===== src/rtl/at_access_sched_pkg.sv =====
// Shared MMU AND-tree widths plus the scheduler's update-entry and tracker types.
// Every block that touches the AND-tree imports these widths from here.
package at_access_sched_pkg;

  localparam int REQ_ID_WIDTH        = 8;
  localparam int AT_TREE_INDEX_WIDTH = 8;
  localparam int REQ_SIZE_TYPE_WIDTH = 3;
  localparam int AT_TREE_BIT_WIDTH   = 16;

  typedef struct packed {
    logic [AT_TREE_INDEX_WIDTH-1:0] column_idx;
    logic [AT_TREE_INDEX_WIDTH-1:0] row_idx;
    logic [AT_TREE_BIT_WIDTH-1:0]   bit_sequence;
  } upd_entry_t;

  localparam int UPD_ENTRY_W = $bits(upd_entry_t);

  typedef struct packed {
    logic                           valid;
    logic [AT_TREE_INDEX_WIDTH-1:0] row;
  } track_t;

  function automatic logic row_hit(input track_t t, input logic [AT_TREE_INDEX_WIDTH-1:0] row);
    return t.valid && (t.row == row);
  endfunction

endpackage


===== src/rtl/at_upd_fifo.sv =====
// In-order update queue. Besides the head it exposes every entry's row and a
// live-entry mask so the scheduler can block searches against queued rows.
module at_upd_fifo
  import at_access_sched_pkg::*;
#(
  parameter int DEPTH = 4
) (
  input  logic                                      clk,
  input  logic                                      rst_n,
  input  logic                                      i_push,
  input  logic [UPD_ENTRY_W-1:0]                    i_data,
  input  logic                                      i_pop,
  output logic [UPD_ENTRY_W-1:0]                    o_data,
  output logic                                      o_full,
  output logic [$clog2(DEPTH):0]                    o_count,
  output logic [DEPTH-1:0]                          o_valid,
  output logic [DEPTH-1:0][AT_TREE_INDEX_WIDTH-1:0] o_rows
);

  localparam int PTR_W = $clog2(DEPTH);

  upd_entry_t       r_mem [DEPTH];
  logic [PTR_W-1:0] r_wr_ptr;
  logic [PTR_W-1:0] r_rd_ptr;
  logic [PTR_W:0]   r_count;
  logic             w_push;
  logic             w_pop;

  // A full queue refuses the push even if the head pops in the same cycle.
  assign o_full  = (r_count == (PTR_W+1)'(DEPTH));
  assign w_push  = i_push & ~o_full;
  assign w_pop   = i_pop & (r_count != '0);
  assign o_count = r_count;
  assign o_data  = r_mem[r_rd_ptr];

  // NOTE: state registers use non-blocking assignments so every flop samples pre-edge values.
  always_ff @(posedge clk or negedge rst_n) begin
    if (!rst_n) begin
      r_wr_ptr <= '0;
      r_rd_ptr <= '0;
      r_count  <= '0;
    end else begin
      if (w_push) r_wr_ptr <= r_wr_ptr + PTR_W'(1);
      if (w_pop)  r_rd_ptr <= r_rd_ptr + PTR_W'(1);
      case ({w_push, w_pop})
        2'b10:   r_count <= r_count + (PTR_W+1)'(1);
        2'b01:   r_count <= r_count - (PTR_W+1)'(1);
        default: r_count <= r_count;
      endcase
    end
  end

  // NOTE: storage is not reset; the pointers and count alone decide which entries are live.
  always_ff @(posedge clk) begin
    if (w_push) r_mem[r_wr_ptr] <= upd_entry_t'(i_data);
  end

  // NOTE: outputs get a default before the loop so the block can never infer a latch.
  always_comb begin
    o_valid = '0;
    o_rows  = '0;
    for (int i = 0; i < DEPTH; i++) begin
      o_rows[i]  = r_mem[i].row_idx;
      o_valid[i] = ({1'b0, PTR_W'(i) - r_rd_ptr} < r_count);
    end
  end

endmodule


===== src/rtl/at_access_sched.sv =====
// AND-tree access scheduler: queues row updates, spaces same-row read-modify-writes
// three cycles apart, and holds back searches whose row is queued or in flight.
module at_access_sched
  import at_access_sched_pkg::*;
#(
  parameter int UPD_FIFO_DEPTH  = 4,
  parameter int STALL_CNT_WIDTH = 16
) (
  input  logic                           clk,
  input  logic                           rst_n,
  input  logic                           alloc_req_valid,
  output logic                           alloc_req_ready,
  input  logic [REQ_ID_WIDTH-1:0]        alloc_req_id,
  input  logic [AT_TREE_INDEX_WIDTH-1:0] alloc_req_pos,
  input  logic [REQ_SIZE_TYPE_WIDTH-1:0] alloc_req_size,
  input  logic [REQ_SIZE_TYPE_WIDTH-1:0] alloc_req_origin_size,
  input  logic                           upd_req_valid,
  output logic                           upd_req_ready,
  input  logic [AT_TREE_INDEX_WIDTH-1:0] upd_req_column_idx,
  input  logic [AT_TREE_INDEX_WIDTH-1:0] upd_req_row_idx,
  input  logic [AT_TREE_BIT_WIDTH-1:0]   upd_req_bit_sequence,
  output logic                           alloc_valid_fdt_in,
  output logic [REQ_ID_WIDTH-1:0]        alloc_id_fdt_in,
  output logic [AT_TREE_INDEX_WIDTH-1:0] alloc_pos_fdt_in,
  output logic [REQ_SIZE_TYPE_WIDTH-1:0] alloc_size_fdt_in,
  output logic [REQ_SIZE_TYPE_WIDTH-1:0] alloc_origin_size_fdt_in,
  output logic                           at_tree_update_en,
  output logic [AT_TREE_INDEX_WIDTH-1:0] at_tree_update_column_idx,
  output logic [AT_TREE_INDEX_WIDTH-1:0] at_tree_update_row_idx,
  output logic [AT_TREE_BIT_WIDTH-1:0]   at_tree_update_bit_sequence,
  output logic                           sched_busy,
  output logic [STALL_CNT_WIDTH-1:0]     alloc_stall_cnt
);

  localparam int CNT_W = $clog2(UPD_FIFO_DEPTH) + 1;

  upd_entry_t                                        w_in;
  upd_entry_t                                        w_head;
  logic                                              w_push;
  logic                                              w_full;
  logic                                              w_queued;
  logic                                              w_issue;
  logic                                              w_fifo_hit;
  logic                                              w_blocked;
  logic [CNT_W-1:0]                                  w_count;
  logic [UPD_FIFO_DEPTH-1:0]                         w_valid;
  logic [UPD_FIFO_DEPTH-1:0][AT_TREE_INDEX_WIDTH-1:0] w_rows;
  track_t                                            w_s0;
  track_t                                            r_s1;
  track_t                                            r_s2;
  logic [STALL_CNT_WIDTH-1:0]                        r_stall_cnt;

  assign w_in          = '{column_idx: upd_req_column_idx, row_idx: upd_req_row_idx,
                           bit_sequence: upd_req_bit_sequence};
  assign upd_req_ready = ~w_full;
  assign w_push        = upd_req_valid & upd_req_ready;

  at_upd_fifo #(.DEPTH(UPD_FIFO_DEPTH)) u_upd_fifo (
    .clk     (clk),
    .rst_n   (rst_n),
    .i_push  (w_push),
    .i_data  (w_in),
    .i_pop   (w_issue),
    .o_data  (w_head),
    .o_full  (w_full),
    .o_count (w_count),
    .o_valid (w_valid),
    .o_rows  (w_rows)
  );

  // Head waits while its row's previous read-modify-write is still in stages 1..2.
  assign w_queued = (w_count != '0);
  assign w_issue  = w_queued & ~row_hit(r_s1, w_head.row_idx) & ~row_hit(r_s2, w_head.row_idx);
  assign w_s0     = '{valid: w_issue, row: w_head.row_idx};

  always_ff @(posedge clk or negedge rst_n) begin
    if (!rst_n) begin
      r_s1 <= '0;
      r_s2 <= '0;
    end else begin
      r_s1 <= w_s0;
      r_s2 <= r_s1;
    end
  end

  always_comb begin
    w_fifo_hit = 1'b0;
    for (int i = 0; i < UPD_FIFO_DEPTH; i++) begin
      if (w_valid[i] && (w_rows[i] == alloc_req_pos)) w_fifo_hit = 1'b1;
    end
  end

  // A search must not observe a row that is queued, being accepted now, or mid-RMW.
  assign w_blocked = w_fifo_hit
                   | (w_push && (upd_req_row_idx == alloc_req_pos))
                   | row_hit(w_s0, alloc_req_pos)
                   | row_hit(r_s1, alloc_req_pos)
                   | row_hit(r_s2, alloc_req_pos);

  assign alloc_req_ready          = ~w_blocked;
  assign alloc_valid_fdt_in       = alloc_req_valid & alloc_req_ready;
  assign alloc_id_fdt_in          = alloc_valid_fdt_in ? alloc_req_id          : '0;
  assign alloc_pos_fdt_in         = alloc_valid_fdt_in ? alloc_req_pos         : '0;
  assign alloc_size_fdt_in        = alloc_valid_fdt_in ? alloc_req_size        : '0;
  assign alloc_origin_size_fdt_in = alloc_valid_fdt_in ? alloc_req_origin_size : '0;

  assign at_tree_update_en           = w_issue;
  assign at_tree_update_column_idx   = w_issue ? w_head.column_idx   : '0;
  assign at_tree_update_row_idx      = w_issue ? w_head.row_idx      : '0;
  assign at_tree_update_bit_sequence = w_issue ? w_head.bit_sequence : '0;

  assign sched_busy = w_queued | r_s1.valid | r_s2.valid;

  always_ff @(posedge clk or negedge rst_n) begin
    if (!rst_n) begin
      r_stall_cnt <= '0;
    end else if (alloc_req_valid && !alloc_req_ready && !(&r_stall_cnt)) begin
      r_stall_cnt <= r_stall_cnt + STALL_CNT_WIDTH'(1);
    end
  end

  assign alloc_stall_cnt = r_stall_cnt;

endmodule

===== config.mk =====
export PLATFORM = sky130hd
export DESIGN_NAME = at_access_sched
export DESIGN_NICKNAME = d
export VERILOG_FILES = /design/src/rtl/at_access_sched_pkg.sv /design/src/rtl/at_upd_fifo.sv /design/src/rtl/at_access_sched.sv
export SDC_FILE = /design/constraint.sdc
export NUM_CORES = 1
export LEC_CHECK = 0
export ABC_AREA = 1
export BUFFER_PORTS_ARGS = -buffer_cell sky130_fd_sc_hd__buf_2
export CAP_MARGIN = 0
export CORE_MARGIN = 5
export CORE_UTILIZATION = 50
export DETAILED_ROUTE_END_ITERATION = 7
export GPL_TIMING_DRIVEN = 0
export PLACE_DENSITY = 0.73
export SYNTH_ARGS = -nofsm -noshare
export SYNTH_HDL_FRONTEND = slang
export SYNTH_SLANG_ARGS = --single-unit

===== constraint.sdc =====
create_clock -name clk -period 2.85 [get_ports clk]
set_clock_uncertainty 0.2 [all_clocks]
set_input_delay 0.57 -clock clk [delete_from_list [all_inputs] [get_ports clk]]
set_output_delay 0.57 -clock clk [all_outputs]
set_load 0.01 [all_outputs]

# Word level (Yosys, flattened, before mapping)
# Memory sizes are Yosys's and may differ from the RTL's.
# Index checks and enable logic that the tools add are counted.
# Widths: inputs -> output; s select.
# word_totals
out_inout_bits	75
in_bits	58
register_bits	41
memories	1
ramBits	128
# mem_list
memory	words	word_bits	read_ports	rd_ports_with_merged_regs	write_ports	line_no	source
u_upd_fifo.r_mem	4	32	5	0	1	at_upd_fifo.sv:22	upd_entry_t r_mem [DEPTH];
# op_classes
mux	14
eq_ne	13
n_bitwise	16
addsub	9
reduce_logical	16
order_cmp	4
# ops
operator	count
$eq 8x8->1	10
$mux 8	4
$add 16x1->16 const B	1
$mux 16	1
$reduce_and 16->1	1
$logic_and 1x1->1	12
$lt 2x3->1	4
$and 1x1->1	6
$mux 1	6
$mux 3	2
$or 1x1->1	6
$pmux 3 s2	1
$add 2x1->2 const B	2
$not 1->1	4
$sub 1x2->2 const A	2
$sub 2x2->2 const A	2
$add 3x1->3 const B	1
$eq 3x3->1 const B	1
$reduce_bool 3->1	1
$sub 3x1->3 const B	1
$eq 2x1->1 const B	1
$eq 2x2->1 const B	1
$reduce_bool 2->1	1
$logic_not 1->1	1

# Depth between registers and ports, before layout
# Gate-level depths: netlist of the first run.
# logic_depth
ltp_word	14
mapped_depth	20
mapped_depth_nobuf	18

# Cells and area by module
# A second synthesis of the first run with hierarchy kept.
# unflattened
hier_cells	971
hier_area_um2	8938.6
# by_module_without_submodules
mod	area_per_inst_um2	seq_area_each_um2	n_inst	cells_per_inst
at_upd_fifo	5696.7	4018.9	1	423
at_access_sched	3241.9	850.8	1	548

# Least setup slack after synthesis of the first run
# Ideal clock, no wire load.
# synth_path
path_kind	register to output
from	reg u_upd_fifo.r_rd_ptr[1]
to	out alloc_origin_size_fdt_in[0]
required_ns	2.080
path_buffers	2
t_arrival_ns	2.352
setup_slack_ns	-0.272
path_stages_with_launch	16
cell_sequence	dfrtp_1 > buf_2 > nor2_1 > nor2_1 > inv_1 > ha_1 > a21oi_1 > or2_2 > nand4_1 > nand3_1 > nor2_1 > nand2_4 > inv_2 > nand2_4 > buf_6 > nor2_2
# synth_via
elab_chain_len	14
# synth_lines
item	line_no	source
start: declaration	at_upd_fifo.sv:24	logic [PTR_W-1:0] r_rd_ptr;
start signal: assignment	at_upd_fifo.sv:44	if (w_pop) r_rd_ptr <= r_rd_ptr + PTR_W'(1);
$sub 1x2->2	at_upd_fifo.sv:64	o_valid[i] = ({1'b0, PTR_W'(i) - r_rd_ptr} < r_count);
$lt 2x3->1	at_upd_fifo.sv:64	
$logic_and 1x1->1	at_access_sched.sv:89	if (w_valid[i] && (w_rows[i] == alloc_req_pos)) w_fifo_hit = 1'b1;
$mux 1 (4 in a row)	at_access_sched.sv:89	
$or 1x1->1	at_access_sched.sv:95	| (w_push && (upd_req_row_idx == alloc_req_pos))
$or 1x1->1 (*)	at_access_sched.sv:96	| row_hit(w_s0, alloc_req_pos)
$or 1x1->1 (*)	at_access_sched.sv:97	| row_hit(r_s1, alloc_req_pos)
$or 1x1->1 (*)	at_access_sched.sv:98	| row_hit(r_s2, alloc_req_pos);
$not 1->1 (*)	at_access_sched.sv:100	assign alloc_req_ready = ~w_blocked;
via alloc_req_ready	at_access_sched.sv:12	output logic alloc_req_ready,
$and 1x1->1 (*)	at_access_sched.sv:101	assign alloc_valid_fdt_in = alloc_req_valid & alloc_req_ready;
$mux 3 (*)	at_access_sched.sv:105	assign alloc_origin_size_fdt_in = alloc_valid_fdt_in ? alloc_req_origin_size : '0;
end: declaration	at_access_sched.sv:26	output logic [REQ_SIZE_TYPE_WIDTH-1:0] alloc_origin_size_fdt_in,
# The timed path passes the listed nets; every way through them passes the cells marked *.

# Final worst setup path of the first run
# layout_path
from	reg u_upd_fifo.r_rd_ptr[1]
to	out at_tree_update_column_idx[7]
# layout_via
elab_chain_len	7
# layout_lines
item	line_no	source
$mem_v2 4x32 (*)	-	
via u_upd_fifo.o_data[17]	at_upd_fifo.sv:13	output logic [UPD_ENTRY_W-1:0] o_data,
$eq 8x8->1	at_access_sched_pkg.sv:24	return t.valid && (t.row == row);
$logic_and 1x1->1	at_access_sched_pkg.sv:24	
$not 1->1	at_access_sched.sv:73	assign w_issue = w_queued & ~row_hit(r_s1, w_head.row_idx) & ~row_hit(r_s2, w_head.row_idx);
$and 1x1->1	at_access_sched.sv:73	
$and 1x1->1 (*)	at_access_sched.sv:73	
$mux 8 (*)	at_access_sched.sv:108	assign at_tree_update_column_idx = w_issue ? w_head.column_idx : '0;
end: declaration	at_access_sched.sv:28	output logic [AT_TREE_INDEX_WIDTH-1:0] at_tree_update_column_idx,
# Marked as above.

==> results of run 1 <==
==> registers in the layout, indices dropped and copies added, names as in the netlist <==
name,count
alloc_stall_cnt,16
r_s1,9
r_s2,9
u_upd_fifo.o_count,3
u_upd_fifo.r_mem,128
u_upd_fifo.r_rd_ptr,2
u_upd_fifo.r_wr_ptr,2
==> power groups by stage <==
stage	registers (mW)	logic, mW	clock network [mW]
after global placement	3.62	3.90	0
after CTS	3.56	4.53	2.47
final	3.58	5.99	2.45
after floorplan	3.55	2.64	0
after detailed placement	3.60	4.08	0
after global routing	3.64	6.46	2.58
==> worst min path at each step <==
stage / cells past startpoint / slack (ps) / end
after floorplan: 0 / 70 / alloc_stall_cnt[0]
after global placement: 0 / 180 / r_s2[2]
after detailed placement: 0 / 180 / r_s2[2]
after CTS: 1 / 120 / alloc_stall_cnt[6]
after global routing: 1 / 140 / u_upd_fifo.r_mem[0][8]
final: 1 / 90 / alloc_stall_cnt[8]
==> metal layers <==
| metal | track usage (%) | vias up | wire [um] |
|---|---|---|---|
| li1 | - | 3152 | - |
| met4 | 7.23 | 4 | 363 |
| met2 | 36.8 | 302 | 11400 |
| met1 | 25.9 | 3161 | 8680 |
| met3 | 5.55 | 32 | 1680 |
| met5 | 0 | - | 24 |
==> timing repair <==
item / CTS / global route
buffers inserted: 16 / 11
resized for setup: 51 / 139
endpoints found under the setup margin: 59 / 70
cloned: 3 / 5
pin swaps: 15 / 30
endpoints found under the hold margin: 0 / 0
==> cell usage in the layout, fill, tap and decap left out, types with 12 or more instances in the layout <==
master / synthesis / layout
nand3_1: 29 / 26
a21oi_1: 18 / 12
a22oi_1: 24 / 24
buf_2: 14 / 94
nand4_1: 28 / 28
nand2_2: 11 / 31
edfxtp_1: 128 / 128
nor2_1: 49 / 36
buf_6: 4 / 48
xnor2_1: 28 / 27
xor2_1: 21 / 20
inv_1: 68 / 63
nand2_1: 226 / 195
clkbuf_16: 0 / 21
dfrtp_1: 41 / 39
a31oi_4: 0 / 19
nor2_4: 0 / 28
nand2_4: 2 / 12
buf_4: 2 / 20
==> cell type report <==
class                   instances  area [um^2]
repair buffers                160         1340
diodes                          1         2.50
inverters                      76          308
clock inverters                15          206
fillers                      1121         4700
multi-input cells             542         3620
well taps                     216          270
clock buffers                  17          425
plain buffers                  32          259
flip-flops and latches        169         4870
==> metrics by stage <==
step / cells / hold WS (ps)
floorplan: 818 / 74.4
global placement: 1157 / 183
detailed placement: 1161 / 184
CTS: 1212 / 117
global route: 1228 / 138
finish: 1228 / 86.2
==> cells by family after synthesis <==
logic type               after synthesis  share of synthesized area [%]
adder cells (fa/ha/maj)               11                           1.77
AND/OR/NAND/NOR                      396                           21.6
buffers and inverters                108                           5.60
XOR/XNOR                              49                           5.22
flip-flops                           169                           59.3
AO/OA/AOI/OAI                         85                           6.50
==> reports/summary.txt, run 1 <==
Crit path launch: u_upd_fifo.r_rd_ptr[1]
Gr ovfl total: 0
Crit-path cells: buf_4 > inv_4 > nand2_1 > nand2_2 > inv_1 > nor2_1 > nor2_1 > nand3_2 > buf_4 > nand3_4 > buf_4 > a31oi_2 > buf_2
DRC viols: 0
Worst vdd ir: 0.715 mV
Total GRT Usage: 21.3%
Synth area leader: edfxtp_1
Fin. Hold Viols: 0
Cell Area, Synth: 8220 um^2
Top cells by area, synth: edfxtp_1 47%, dfrtp_1 12%, nand2_1 10%
Count of cell types in the netlist: 36
Setup CP Type: flip-flop to primary output
Hold Crit Class: input port to async pin
Initial antenna violation count: 4
Vias/cell: 5.42
First-pass GRT wire length: 32400 um
Failing checks: negative setup slack
Routed vias: 6651
Hold buffers post-CTS: 0
Die Height: 138 um
Pwr dens: 1060 nW/um^2
NetSw: 4.76 mW
Fin area: 11300 um^2
Tmin final: 3510 ps
Synth top area share: 46.8%
Starting Density: 51.3%
Core ar.: 16000 um^2
Top cell by count, worst path: buf_4
First drt pass iteration count: 5
Max_slew headroom: 35.9%
RR Endpoint: u_upd_fifo.o_count[2]
EDFF count, synth: 128
Final ANT Viol Nets: 0
RSZ-0062 raised after global routing: yes
Slowest-stage cell, CP: dfrtp_2
Setup crit end: at_tree_update_column_idx[7]
Sw frac: 39.6%
CP Capture Type: primary output
P&R area growth vs syn: 37.6%
Num CTS Buffers: 17
Reg2Reg Setup Slack: -380 ps
Fin util: 70.6%
CTS root buf: clkbuf_16
Crit path DAT: 2740 ps
Least-Margin Pin Slew: 962 ps
R2r startpoint: u_upd_fifo.r_rd_ptr[0]
# rows: 46
Syn. warnings: 0
Initial drt markers: 534
Worst setup margin: -657 ps
#FFs+latches synth: 169
Outcome: complete, but fails checks
Comb power frac: 49.8%
Ys async rst share: 24.3%
Number of global-route vias before repair: 6431
Buffers added on ports: 123
Largest net degree at the start of global routing: 42
Htree depth: 4
Die width: 138 um
Ys flop type: edfxtp_1
Number of max-cap violations: 0
Clock power share: 20.4%
Crit path buf inv count: 6
Synthesized instance count: 818
Mapped Nets: 887
Placement Setup Slack: -466 ps
Clock Path Buffers: 2
Fin crit share: 123%
Commonest cells in the netlist: 226 x nand2_1, 128 x edfxtp_1, 68 x inv_1, 49 x nor2_1, 41 x dfrtp_1
Largest fanout on the critical path: 9
Num Clock Sinks: 169
Dpl hpwl: 13900 um
Final Max Slew Viols: 0
Reg power frac: 29.8%
Routed WL: 22100 um
Die area: 19100 um^2
Delay-heaviest family, CP: buffers and inverters
Most common cell in the netlist: nand2_1
Worst r2r path cells: 19
CTS tree: yes
DP Area: 9360 um^2
Sequential fraction of the synthesis area: 59.3%
Startpoint types: flip-flop
Leakage power: 4.64 nW
Fin nets: 1067
Setup TNS: -33460 ps
Internal power: 7.26 mW
WP data required: 2080 ps
Tot Pwr: 12.0 mW
# setup viols final: 59
Ports: 133
Clk_lat worst skew: 430 ps
Worst path depth: 13
Share of layout cells above drive strength 1: 35.4%
Routed WL per cell: 18.0 um
Worst path max stage delay: 430 ps
F_max: 285 MHz
Worst-path clk slew: 70 ps
Avg Inst Size Synth: 10.0 um^2
RD Place Congestion: 0.924
No activity file was read; power rests on OpenSTA's default activity.
==> run 2: changes to the inputs <==
--- a/config.mk
+++ b/config.mk
@@ -12,7 +12,7 @@
 export CORE_UTILIZATION = 50
 export DETAILED_ROUTE_END_ITERATION = 7
 export GPL_TIMING_DRIVEN = 0
-export PLACE_DENSITY = 0.73
+export PLACE_DENSITY = 0.71
 export SYNTH_ARGS = -nofsm -noshare
 export SYNTH_HDL_FRONTEND = slang
 export SYNTH_SLANG_ARGS = --single-unit
==> reports/summary.txt, run 2 (synthesis results as in run 1) <==
Worst path max stage delay: 460 ps (+30 ps)
Routed vias: 6584 (-1.0%)
Num CTS Buffers: 17 (unchanged)
Pwr dens: 1040 nW/um^2 (-2.4%)
Routed WL: 21500 um (-2.6%)
CTS root buf: clkbuf_16
Die area: 19100 um^2 (unchanged)
Final ANT Viol Nets: 0 (unchanged)
Crit-path cells: buf_6 > buf_12 > nand2_1 > nand2_1 > nand2_2 > nand2_4 > xnor2_2 > nand2_1 > nor2_2 > nand2_2 > nand3_4 > buf_6 > buf_4 > a31oi_4 > buf_2
# setup viols final: 59 (unchanged)
Number of global-route vias before repair: 6525 (+1.5%)
Vias/cell: 5.37 (-0.76%)
Largest fanout on the critical path: 7 (-2)
Leakage power: 4.58 nW (-1.3%)
Share of layout cells above drive strength 1: 34.1% (-1.3 points)
F_max: 287 MHz (+0.61%)
Layout fillers: 1168 (+4.2%)
Top reg by flops: u_upd_fifo.r_mem
Worst vdd ir: 0.794 mV (+11%)
Gr ovfl total: 0 (unchanged)
# diodes: 0 (-1)
DRC viols: 0 (unchanged)
Largest net degree at the start of global routing: 42 (unchanged)
Fin nets: 1065 (-0.19%)
Tmin final: 3490 ps (-21.2 ps)
Routed WL per cell: 17.6 um (-2.4%)
Max_slew headroom: 32.6% (-3.3 points)
Fin. Hold Viols: 0 (unchanged)
Worst-path clk slew: 80 ps (about the same)
P&R area growth vs syn: 34.7%
Clock power share: 19.9% (-0.5 points)
Hold Worst Slack: 103 ps (+16.4 ps)
GR peak layer: met2
Worst setup margin: -635 ps (+21.2 ps)
Reg power frac: 31.2% (+1.4 points)
Num Clock Sinks: 169 (unchanged)
Total GRT Usage: 21.8% (+0.56 points)
DP Area: 9380 um^2 (+0.16%)
WP data required: 2080 ps (about the same)
Final Max Slew Viols: 0 (unchanged)
Crit path DAT: 2720 ps (-20 ps)
Slowest-stage cell, CP: dfrtp_2
Clock Path Buffers: 2 (unchanged)
Dpl hpwl: 13800 um (-0.63%)
Crit path buf inv count: 5 (-1)
# rows: 46 (unchanged)
Htree depth: 4 (unchanged)
Hold Crit Class: input port to async pin
Startpoint types: flip-flop
Multi-input logic area: 3510 um^2 (-3.1%)
CTS tree: yes
Commonest non-fill, non-tap cells in the layout: 202 x nand2_1, 128 x edfxtp_1, 109 x buf_2, 65 x inv_1, 39 x dfrtp_1
GRT met2 Usage: 36.9% (+0.051 points)
Setup CP Type: flip-flop to primary output
Setup TNS: -33810 ps (-353 ps)
Fin crit share: 122% (-0.74 points)
RSZ-0062 raised after global routing: yes
Met1 Track Usage GR: 27.4% (+1.5 points)
Hold buffers post-CTS: 0 (unchanged)
Ports: 133 (unchanged)
Initial drt markers: 484 (-9.4%)
Least-Margin Pin Slew: 1010 ps (+49.7 ps)
CP Capture Type: primary output
Met3 Usage GRT: 5.62% (+0.069 points)
Fin area: 11100 um^2 (-2.1%)
RD Place Congestion: 0.892 (-3.4%)
Most common cell after layout, fill and taps aside: nand2_1
Buffers added on ports: 123 (unchanged)
Initial antenna violation count: 3 (-1)
Delay-heaviest family, CP: buffers and inverters
Register area: 4870 um^2 (unchanged)
Core ar.: 16000 um^2 (unchanged)
Top cell by count, worst path: nand2_1
Failing checks: negative setup slack
Internal power: 6.83 mW (-5.9%)
Clk_lat worst skew: 440 ps (about the same)
Sw frac: 40.5% (+0.93 points)
Max reg flops: 128 (unchanged)
First-pass GRT wire length: 33200 um (+2.4%)
Outcome: complete, but fails checks
Comb power frac: 48.9% (-0.9 points)
Number of max-cap violations: 0 (unchanged)
Starting Density: 51.3% (unchanged)
Fin util: 69.2% (-1.5 points)
Die Height: 138 um (unchanged)
NetSw: 4.66 mW (-2.2%)
First drt pass iteration count: 5 (unchanged)
Die width: 138 um (unchanged)
[run 2: cell types whose count changed in the layout (fill, tap and decap cells not counted), moves of 5 or more]
cell | before | now
buf_6 | 48 | 32
buf_16 | 3 | 8
a31oi_2 | 3 | 10
nand2_2 | 31 | 23
buf_2 | 94 | 109
a31oi_4 | 19 | 11
nand2_1 | 195 | 202
[run 2: through the flow]
stage | setup slack (ps) | power, mW | cells
final | -635 | 11.5 | 1225
after global routing | -762 | 12.1 | 1225
after CTS | -623 | 10.8 | 1217
after detailed placement | -470 | 7.68 | 1161
after global placement | -1330 | 7.53 | 1157
after floorplan | -18.5 | 6.19 | 818
[run 2: routing by layer]
metal / share of wire, % / wire length [um]
met5: 0.13 / 28
met4: 1.5 / 314
met3: 7.4 / 1590
met2: 50 / 10800
met1: 41 / 8770
[run 2: power by group through the flow]
stage / logic (mW) / registers, mW / clock network, mW
after floorplan: 2.64 / 3.55 / 0
after global placement: 3.91 / 3.62 / 0
after detailed placement: 4.08 / 3.60 / 0
after CTS: 4.95 / 3.56 / 2.30
after global routing: 6.08 / 3.64 / 2.42
final: 5.62 / 3.58 / 2.29
[run 2: what timing repair did]
action,4_1_cts,5_1_grt
endpoints found under the hold margin,0,0
endpoints found under the setup margin,60,70
gates cloned,6,0
setup buffers,18,8
resized for setup,83,70
pin swaps,10,20
[run 2: worst register-to-register path: stages, from the launching register on]
cell	delay (ps)
dfrtp_2	460
buf_6	160
buf_12	130
o21ai_2	140
nand2_2	110
nand2_4	110
nand2_1	50
nand2_1	80
nand2_1	50
nor2_1	120
nand3_2	130
nand3_4	190
buf_6	140
buf_16	110
inv_1	40
ha_2	200
fa_1	400
a21oi_2	120
o21ai_1	80
xnor2_1	120
[run 2: final timing paths]
kind,startpoint,endpoint,slack [ps],cells past startpoint
setup / recovery,u_upd_fifo.r_rd_ptr[0],at_tree_update_column_idx[0],-640,15
hold / removal,rst_n,alloc_stall_cnt[9],100,1
setup reg to reg,u_upd_fifo.r_rd_ptr[0],u_upd_fifo.o_count[2],-440,19
hold reg to reg,r_s1[2],r_s2[2],200,0
max in group asynchronous,rst_n,u_upd_fifo.r_rd_ptr[0],1650,1
min in group clk,upd_req_bit_sequence[14],u_upd_fifo.r_mem[2][14],150,1
[run 2: layout make-up]
class                           instances  area share, %
Sequential cell                       169           44.0
Clock inverter                         15           1.55
Buffer                                 32           2.26
Clock buffer                           17           3.84
Inverter                               76           2.71
Tap cell                              216           2.44
Timing Repair Buffer                  159           11.4
Multi-Input combinational cell        541           31.7
